## config.mk

```make
export PLATFORM = sky130hd
export DESIGN_NAME = ge_link_monitor
export DESIGN_NICKNAME = d
export VERILOG_FILES = /design/src/rtl/ge_link_pkg.sv /design/src/rtl/ge_link_chan.sv /design/src/rtl/ge_link_monitor.sv
export SDC_FILE = /design/constraint.sdc
export NUM_CORES = 1
export LEC_CHECK = 0
export ABC_AREA = 1
export BUFFER_PORTS_ARGS = -buffer_cell sky130_fd_sc_hd__buf_2
export CAP_MARGIN = 20
export CORE_MARGIN = 2
export CORE_UTILIZATION = 30
export CTS_CLUSTER_DIAMETER = 50
export DETAILED_ROUTE_END_ITERATION = 6
export SETUP_SLACK_MARGIN = 0.02
export SLEW_MARGIN = 20
export SYNTH_ARGS = -nofsm -noshare
export SYNTH_HDL_FRONTEND = slang
export SYNTH_SLANG_ARGS = --single-unit
```

## constraint.sdc

```tcl
create_clock -name clk -period 3.39 [get_ports clk]
set_input_delay 0.339 -clock clk [delete_from_list [all_inputs] [get_ports clk]]
set_output_delay 0.339 -clock clk [all_outputs]
set_load 0.03 [all_outputs]
```

## src/rtl/ge_link_pkg.sv

```systemverilog
// Shared definitions for the gigabit-link indication monitor.
// Holds the per-channel state encoding and the default timing limits.
package ge_link_pkg;

    typedef enum logic [1:0] {
        ST_DOWN = 2'd0,
        ST_QUAL = 2'd1,
        ST_UP   = 2'd2,
        ST_HOLD = 2'd3
    } state_e;

    localparam int unsigned DEF_DEB_CYCLES  = 16;
    localparam int unsigned DEF_HOLD_CYCLES = 16777215;

endpackage

```

## src/rtl/ge_link_chan.sv

```systemverilog
// One monitor channel: 2-flop synchroniser, debounce/hold FSM, timer,
// saturating link-up counter and sticky change flag.
// Ports: clk, rst (async high), ge_ind (raw pin), flag_clr (pulse),
//        ge_mode (clock select), change_flag (sticky), link_up_cnt.
module ge_link_chan
    import ge_link_pkg::*;
#(
    parameter int unsigned TMR_W           = 28,
    parameter int unsigned DEB_CYCLES      = DEF_DEB_CYCLES,
    parameter int unsigned HOLD_CYCLES     = DEF_HOLD_CYCLES,
    parameter int unsigned IND_ACTIVE_HIGH = 1,
    parameter int unsigned CNT_W           = 8
) (
    input  logic             clk,
    input  logic             rst,
    input  logic             ge_ind,
    input  logic             flag_clr,
    output logic             ge_mode,
    output logic             change_flag,
    output logic [CNT_W-1:0] link_up_cnt
);

    localparam logic [TMR_W-1:0] DEB_LAST  = TMR_W'(DEB_CYCLES - 1);
    localparam logic [TMR_W-1:0] HOLD_LAST = TMR_W'(HOLD_CYCLES - 1);
    localparam logic [CNT_W-1:0] CNT_MAX   = '1;
    localparam logic             IND_INV   = (IND_ACTIVE_HIGH == 0);

    logic             sync1_q;
    logic             sync2_q;
    logic             ind;
    state_e           state_q, state_d;
    logic [TMR_W-1:0] timer_q, timer_d;
    logic             mode_q, mode_d;
    logic             flag_q, flag_d;
    logic [CNT_W-1:0] cnt_q, cnt_d;

    // Polarity is applied after the synchroniser so both flops reset to 0.
    assign ind = sync2_q ^ IND_INV;

    always_comb begin
        state_d = state_q;
        timer_d = timer_q;
        mode_d  = mode_q;
        cnt_d   = cnt_q;
        unique case (state_q)
            ST_DOWN: begin
                if (ind) begin
                    state_d = ST_QUAL;
                    timer_d = '0;
                end
            end
            ST_QUAL: begin
                if (!ind) begin
                    state_d = ST_DOWN;
                end else if (timer_q == DEB_LAST) begin
                    state_d = ST_UP;
                    mode_d  = 1'b1;
                    if (cnt_q != CNT_MAX) begin
                        cnt_d = cnt_q + CNT_W'(1);
                    end
                end else begin
                    timer_d = timer_q + TMR_W'(1);
                end
            end
            ST_UP: begin
                if (!ind) begin
                    state_d = ST_HOLD;
                    timer_d = '0;
                end
            end
            ST_HOLD: begin
                if (ind) begin
                    state_d = ST_UP;
                    timer_d = '0;
                end else if (timer_q == HOLD_LAST) begin
                    state_d = ST_DOWN;
                    mode_d  = 1'b0;
                end else begin
                    timer_d = timer_q + TMR_W'(1);
                end
            end
            default: begin
                state_d = ST_DOWN;
            end
        endcase
        // A toggle in the same cycle as a clear keeps the flag set.
        flag_d = (mode_d != mode_q) | (flag_q & ~flag_clr);
    end

    always_ff @(posedge clk or posedge rst) begin
        if (rst) begin
            sync1_q <= 1'b0;
            sync2_q <= 1'b0;
            state_q <= ST_DOWN;
            timer_q <= '0;
            mode_q  <= 1'b0;
            flag_q  <= 1'b0;
            cnt_q   <= '0;
        end else begin
            sync1_q <= ge_ind;
            sync2_q <= sync1_q;
            state_q <= state_d;
            timer_q <= timer_d;
            mode_q  <= mode_d;
            flag_q  <= flag_d;
            cnt_q   <= cnt_d;
        end
    end

    assign ge_mode     = mode_q;
    assign change_flag = flag_q;
    assign link_up_cnt = cnt_q;

endmodule

```

## src/rtl/ge_link_monitor.sv

```systemverilog
// Multi-channel gigabit-link monitor: one independent ge_link_chan per
// channel, packed counters and a registered any-link-up summary.
// Ports: clk, rst (async high), ge_ind[CH], flag_clr[CH], ge_mode[CH],
//        change_flag[CH], link_up_cnt[CH*CNT_W] (ch i at i*CNT_W), any_up.
module ge_link_monitor
    import ge_link_pkg::*;
#(
    parameter int unsigned CHANNELS        = 1,
    parameter int unsigned TMR_W           = 28,
    parameter int unsigned DEB_CYCLES      = DEF_DEB_CYCLES,
    parameter int unsigned HOLD_CYCLES     = DEF_HOLD_CYCLES,
    parameter int unsigned IND_ACTIVE_HIGH = 1,
    parameter int unsigned CNT_W           = 8
) (
    input  logic                      clk,
    input  logic                      rst,
    input  logic [CHANNELS-1:0]       ge_ind,
    input  logic [CHANNELS-1:0]       flag_clr,
    output logic [CHANNELS-1:0]       ge_mode,
    output logic [CHANNELS-1:0]       change_flag,
    output logic [CHANNELS*CNT_W-1:0] link_up_cnt,
    output logic                      any_up
);

    logic any_up_q, any_up_d;

    for (genvar i = 0; i < CHANNELS; i++) begin : g_chan
        ge_link_chan #(
            .TMR_W           (TMR_W),
            .DEB_CYCLES      (DEB_CYCLES),
            .HOLD_CYCLES     (HOLD_CYCLES),
            .IND_ACTIVE_HIGH (IND_ACTIVE_HIGH),
            .CNT_W           (CNT_W)
        ) u_chan (
            .clk         (clk),
            .rst         (rst),
            .ge_ind      (ge_ind[i]),
            .flag_clr    (flag_clr[i]),
            .ge_mode     (ge_mode[i]),
            .change_flag (change_flag[i]),
            .link_up_cnt (link_up_cnt[i*CNT_W +: CNT_W])
        );
    end

    always_comb begin
        any_up_d = |ge_mode;
    end

    always_ff @(posedge clk or posedge rst) begin
        if (rst) begin
            any_up_q <= 1'b0;
        end else begin
            any_up_q <= any_up_d;
        end
    end

    assign any_up = any_up_q;

endmodule

```

Word level (Yosys, flattened, before mapping)
Cells that the tools add are included.
W data, S select, Z words.
Storage, ports and cells
  register bits: 43
  latch bits: 0
  memory bits (writable): 0
  memory bits (read-only): 0
  input port bits: 4
  output and inout bits: 11
  word-level logic and storage cells: 50
  memories kept: 0
Cells by class
  $add $sub $neg: 2
  $mul: 0
  divide/modulo/power cells: 0
  $lt $le $gt $ge: 0
  equal/unequal tests: 14
  shifts and indexed selects: 0
  mux-type cells: 19
  bitwise operators: 3
  reductions and logical operators: 4
Operator list (count)
  $mux W28: 6
  $pmux W28 S4: 1
  $add A28 B1 Y28 const B: 1
  $eq A28 B24 Y1 const B: 1
  $eq A28 B4 Y1 const B: 1
  $mux W2: 6
  $add A8 B1 Y8 const B: 1
  $ne A8 B8 Y1 const B: 1
  $pmux W2 S4: 1
  $reduce_and A4 Y1: 2
  $reduce_and A5 Y1: 1
  $eq A2 B2 Y1 const B: 2
  $mux W1: 4
  $ne A2 B1 Y1 const B: 2
  $ne A2 B2 Y1 const B: 2
  $ne A3 B1 Y1 const B: 1
  $ne A3 B2 Y1 const B: 1
  $ne A3 B3 Y1 const B: 1
  $eq A2 B1 Y1 const B: 1
  $logic_not A2 Y1: 1
  $pmux W1 S2: 1
  $and A1 B1 Y1: 1
  $ne A1 B1 Y1: 1
  $not A1 Y1: 1
  $or A1 B1 Y1: 1

Logic depth before layout (Yosys ltp)
  depth in word-level cells: 6
  mapped depth: 14
  gate-level depth less buffers: 13

By module
From an unflattened synthesis, not the netlist that was laid out.
Second synthesis, totals
  cell total of the unflattened synthesis: 491
  area total of the unflattened synthesis: 3280.6 µm²
By module, submodules not included
  ge_link_chan: times used 1, cells each 489, area an instance 3251.9 µm², sequential area each 1051.0 µm²
  ge_link_monitor: times used 1, cells each 2, area an instance 28.8 µm², sequential area each 25.0 µm²

Worst setup path before layout
Ideal clock, no wire load.
  path kind: reg2reg
  start point: reg g_chan[0].u_chan.timer_q[0]
  end point: reg g_chan[0].u_chan.cnt_q[0]
  library setup time: 0.124 ns
  arrival time: 1.624 ns
  data required time: 3.266 ns
  slack: 1.642 ns
  cell stages (with the launch flop): 10
  path buffers: 0
  period minus slack after synthesis: 1.748 ns
  cell sequence: dfrtp_1 ha_1 inv_1 nor2_4 nand3_1 nor2_1 nand2_1 nor2_2 nand2_4 xor2_1
On the way
  cells in the longest elaborated chain, start to end: 2
RTL lines
  start: declaration: RTL line ge_link_chan.sv:32  | logic [TMR_W-1:0] timer_q, timer_d;
  start signal: assignment: RTL line ge_link_chan.sv:103  | timer_q <= timer_d;
  $eq A28 B4 Y1: RTL line ge_link_chan.sv:55  | end else if (timer_q == DEB_LAST) begin
  $reduce_and A4 Y1 (no line)
  end signal: assignment: RTL line ge_link_chan.sv:106  | cnt_q <= cnt_d;
  end: declaration: RTL line ge_link_chan.sv:35  | logic [CNT_W-1:0] cnt_q, cnt_d;
No other way between the ends.
A chain may end at the register's enable or synchronous reset.

Worst setup path after layout
  start point: reg g_chan[0].u_chan.state_q[0]
  end point: reg g_chan[0].u_chan.timer_q[18]
On the way
  cells in the longest elaborated chain, start to end: 3
  elaborated cells between the ends (all ways): 11
  classes of those cells: eq/ne (8); mux (1); reduce/logical (2)
RTL lines
  start: declaration: RTL line ge_link_chan.sv:31  | state_e state_q, state_d;
  start signal: assignment: RTL line ge_link_chan.sv:102  | state_q <= state_d;
  $eq A2 B2 Y1 (tied with other cells): RTL line ge_link_chan.sv:45  | unique case (state_q)
  $ne A3 B2 Y1 (no line) (tied with other cells)
  $reduce_and A5 Y1 (no line)
Several ways; a longest one is shown, not always the timed one.

==> metrics.md <==
| Metric | Value |
|---|---|
| Outcome | `completed` |
| GRT Util Overall | `15.6%` |
| Post-DP HPWL | `6180 um` |
| Syn. warnings | `0` |
| Fmax | `431 MHz` |
| Starting Density | `30.6%` |
| Final setup fails | `0` |
| FF-to-FF Start | `g_chan[0].u_chan.state_q[0]` |
| Worst Skew | `0.00439 ns` |
| Die height | `106 um` |
| Setup ws final | `1.07 ns` |
| Clock transition at the registers of the reported paths | `0.09 ns` |
| Core ar. | `10200 um2` |
| Seq pwr share | `43.3%` |
| WL/cell | `13.0 um` |
| Flops & latches, synth | `43` |
| Max clock buf depth | `2` |
| Dpl ws | `1.10 ns` |
| Clock root cell | `clkbuf_8` |
| Final core occ | `33.4%` |
| Layout cells sized above 1 | `8.30%` |
| PwrDens | `404 nW/um2` |
| First-pass GRT wire length | `14300 um` |
| Worst setup EP type | `register` |
| Sw power | `0.525 mW` |
| Post-Route WL | `8210 um` |
| Worst slew margin | `39.7%` |
| CP Launch Point | `g_chan[0].u_chan.state_q[0]` |
| Post-CTS Setup Bufs | `0` |
| Via-to-Cell Ratio | `4.99` |
| Max Cap Viol | `0` |
| FP Rows | `37` |
| Starting DRT DRC Count | `260` |
| Vias in the first global route | `3072` |
| Area of placed instances | `3300 um2` |
| Worst Path Max Fanout | `42` |
| Switching share of power | `38.0%` |
| RSZ-0062 raised after global routing | `false` |
| Peak VDD IR | `0.205 mV` |
| DR vias | `3144` |
| CP Class | `register to register` |
| CTS tree | `yes` |
| Nets | `500` |
| CP startpoint kind | `register` |
| CTS Buf Count | `5` |
| TritonRoute pass-1 iters | `5` |
| Hold WC Path Type | `input pin to register` |
| Fin crit period | `2.32 ns` |
| Die ar. | `11300 um2` |
| Power share of the combinational group | `26.3%` |
| Mapped cell area | `3130 um2` |
| Period utilisation layout | `68.4%` |
| Synth-to-layout area growth | `9.06%` |
| Syn avg cell area | `6.48 um2` |
| Initial antenna violation count | `0` |
| Int Power | `0.856 mW` |
| Antenna-violating nets left | `0` |
| Cts repair resizes | `0` |
| Worst-skew pair later-pin latency | `0.29 ns` |
| Critical Path RT | `3.62 ns` |
| Worst Min Path Start | `ge_ind` |
| Finished Cell Area | `3420 um2` |
| Power Total | `1.38 mW` |
| Final hold viol count | `0` |
| Hold Slack | `0.143 ns` |
| I/O pin cnt | `15` |
| CP Data Arrival Time | `2.55 ns` |
| GP Congestion | `0.964` |
| Slew Limit Fails | `0` |
| Leakage | `1.63 nW` |
| Worst-Margin Slew | `0.903 ns` |
| Post-Syn Nets | `491` |
| CTS sink count | `43` |
| TNS Setup | `0 ns` |
| Port Buffer Count | `14` |
| Largest net degree at the start of global routing | `44` |
| Cell variety after synth | `28` |
| Clock power share | `30.4%` |
| # DRC | `0` |
| Syn Inst Count | `484` |
| Die width | `106 um` |
| Fin cells | `630` |
| Total gr overflow | `0` |
| Htree depth | `2` |
| Antenna Cells | `0` |
| Hold_buf cts | `0` |
| Post-synthesis sequential area ratio | `34.3%` |
| Cells after DPL | `622` |
## power groups by stage
stage / sequential, mW / clock [mW] / combinational [mW]
2_1_floorplan: 0.563 / 0 / 0.378
4_1_cts: 0.597 / 0.431 / 0.367
3_5_place_dp: 0.608 / 0 / 0.366
3_3_place_gp: 0.606 / 0 / 0.356
6_report: 0.598 / 0.420 / 0.363
5_1_grt: 0.609 / 0.454 / 0.415
## critical path, cell delays in order, from the launching register on
cell	delay [ns]
dfrtp_1	0.72
nand2_1	0.21
inv_1	0.45
nand2_2	0.14
o21ai_2	0.11
nand2_4	0.26
inv_4	0.24
nand2_1	0.08
nand2_1	0.06
## per-layer routing
metal | track usage [%] | up-vias | routed length, um
li1 | - | 1585 | -
met1 | 20.5 | 1451 | 3760
met2 | 26.3 | 90 | 3840
met3 | 2.02 | 18 | 396
met4 | 5.08 | 0 | 215
met5 | 0 | - | 0
## logic make-up after synthesis
logic type | synth area share [%]
xor gates and xnor gates | 3.63
buffers and inverters | 7.70
and+or+nand+nor | 45.1
adders and majority gates | 1.20
DFF | 34.3
AOI/OAI and AO/OA | 7.98
## placed cells by master (no fill, tap or decap), types with 6 or more instances in the layout
cell and instances:
clkbuf_8 6, o21ai_1 7, o2111ai_1 8, nand3_1 42, xor2_1 9, nor2_1 57, o21ai_0 13, nand2_1 194
inv_1 38, buf_2 14, dfrtp_1 43, nand4_1 21, nor3_1 6
## cell usage after synthesis
cell,instances,area share (%)
nor2_4,2,0.72
a31oi_4,1,0.68
xnor2_1,4,1.1
buf_6,4,1.4
or2_2,2,0.40
nand2_4,2,0.72
dfrtp_1,43,34
ha_1,3,1.2
buf_2,2,0.32
nand3_1,42,6.7
xor2_1,9,2.5
nand2_2,3,0.60
o21ai_0,13,2.1
inv_4,1,0.20
buf_1,1,0.12
nor2_2,4,0.80
a21oi_1,4,0.64
nand2_1,194,23
o21ai_1,7,1.1
o211ai_1,4,0.96
o21ai_2,1,0.28
o2111ai_1,8,2.2
buf_4,1,0.24
nor3_1,6,0.96
nand4_1,21,4.2
nor2_1,57,6.8
inv_1,39,4.7
clkbuf_1,6,0.72
## sequential cells by signal, indices dropped and copies added, names as in the netlist, named ones only
| register | count |
|---|---|
| g_chan.u_chan.timer_q | 28 |
| g_chan.u_chan.link_up_cnt | 8 |
| any_up | 1 |
| g_chan.u_chan.change_flag | 1 |
| g_chan.u_chan.ge_mode | 1 |
| g_chan.u_chan.ind | 1 |
| g_chan.u_chan.state_q | 1 |
| g_chan.u_chan.sync1_q | 1 |
## layout make-up
cell class | count | area [um2]
fillers | 1087 | 6810
multi-input cells | 387 | 1820
clock buffers | 6 | 82.6
well taps | 136 | 170
clock inverters | 2 | 35.0
repair buffers | 16 | 85.1
inverters | 40 | 153
flip-flops and latches | 43 | 1080
## worst paths after layout
kind | depth (start not counted) | slack (ns) | end
worst max-delay path | 8 | 1.07 | g_chan[0].u_chan.timer_q[18]
worst min register to register | 0 | 0.36 | g_chan[0].u_chan.ind
min in group asynchronous | 2 | 0.23 | g_chan[0].u_chan.state_q[0]
worst min-delay path | 1 | 0.14 | g_chan[0].u_chan.sync1_q
max in group asynchronous | 2 | 2.59 | g_chan[0].u_chan.timer_q[21]
worst max register to register | 8 | 1.07 | g_chan[0].u_chan.timer_q[18]
Power figures use the tool's default switching activity.
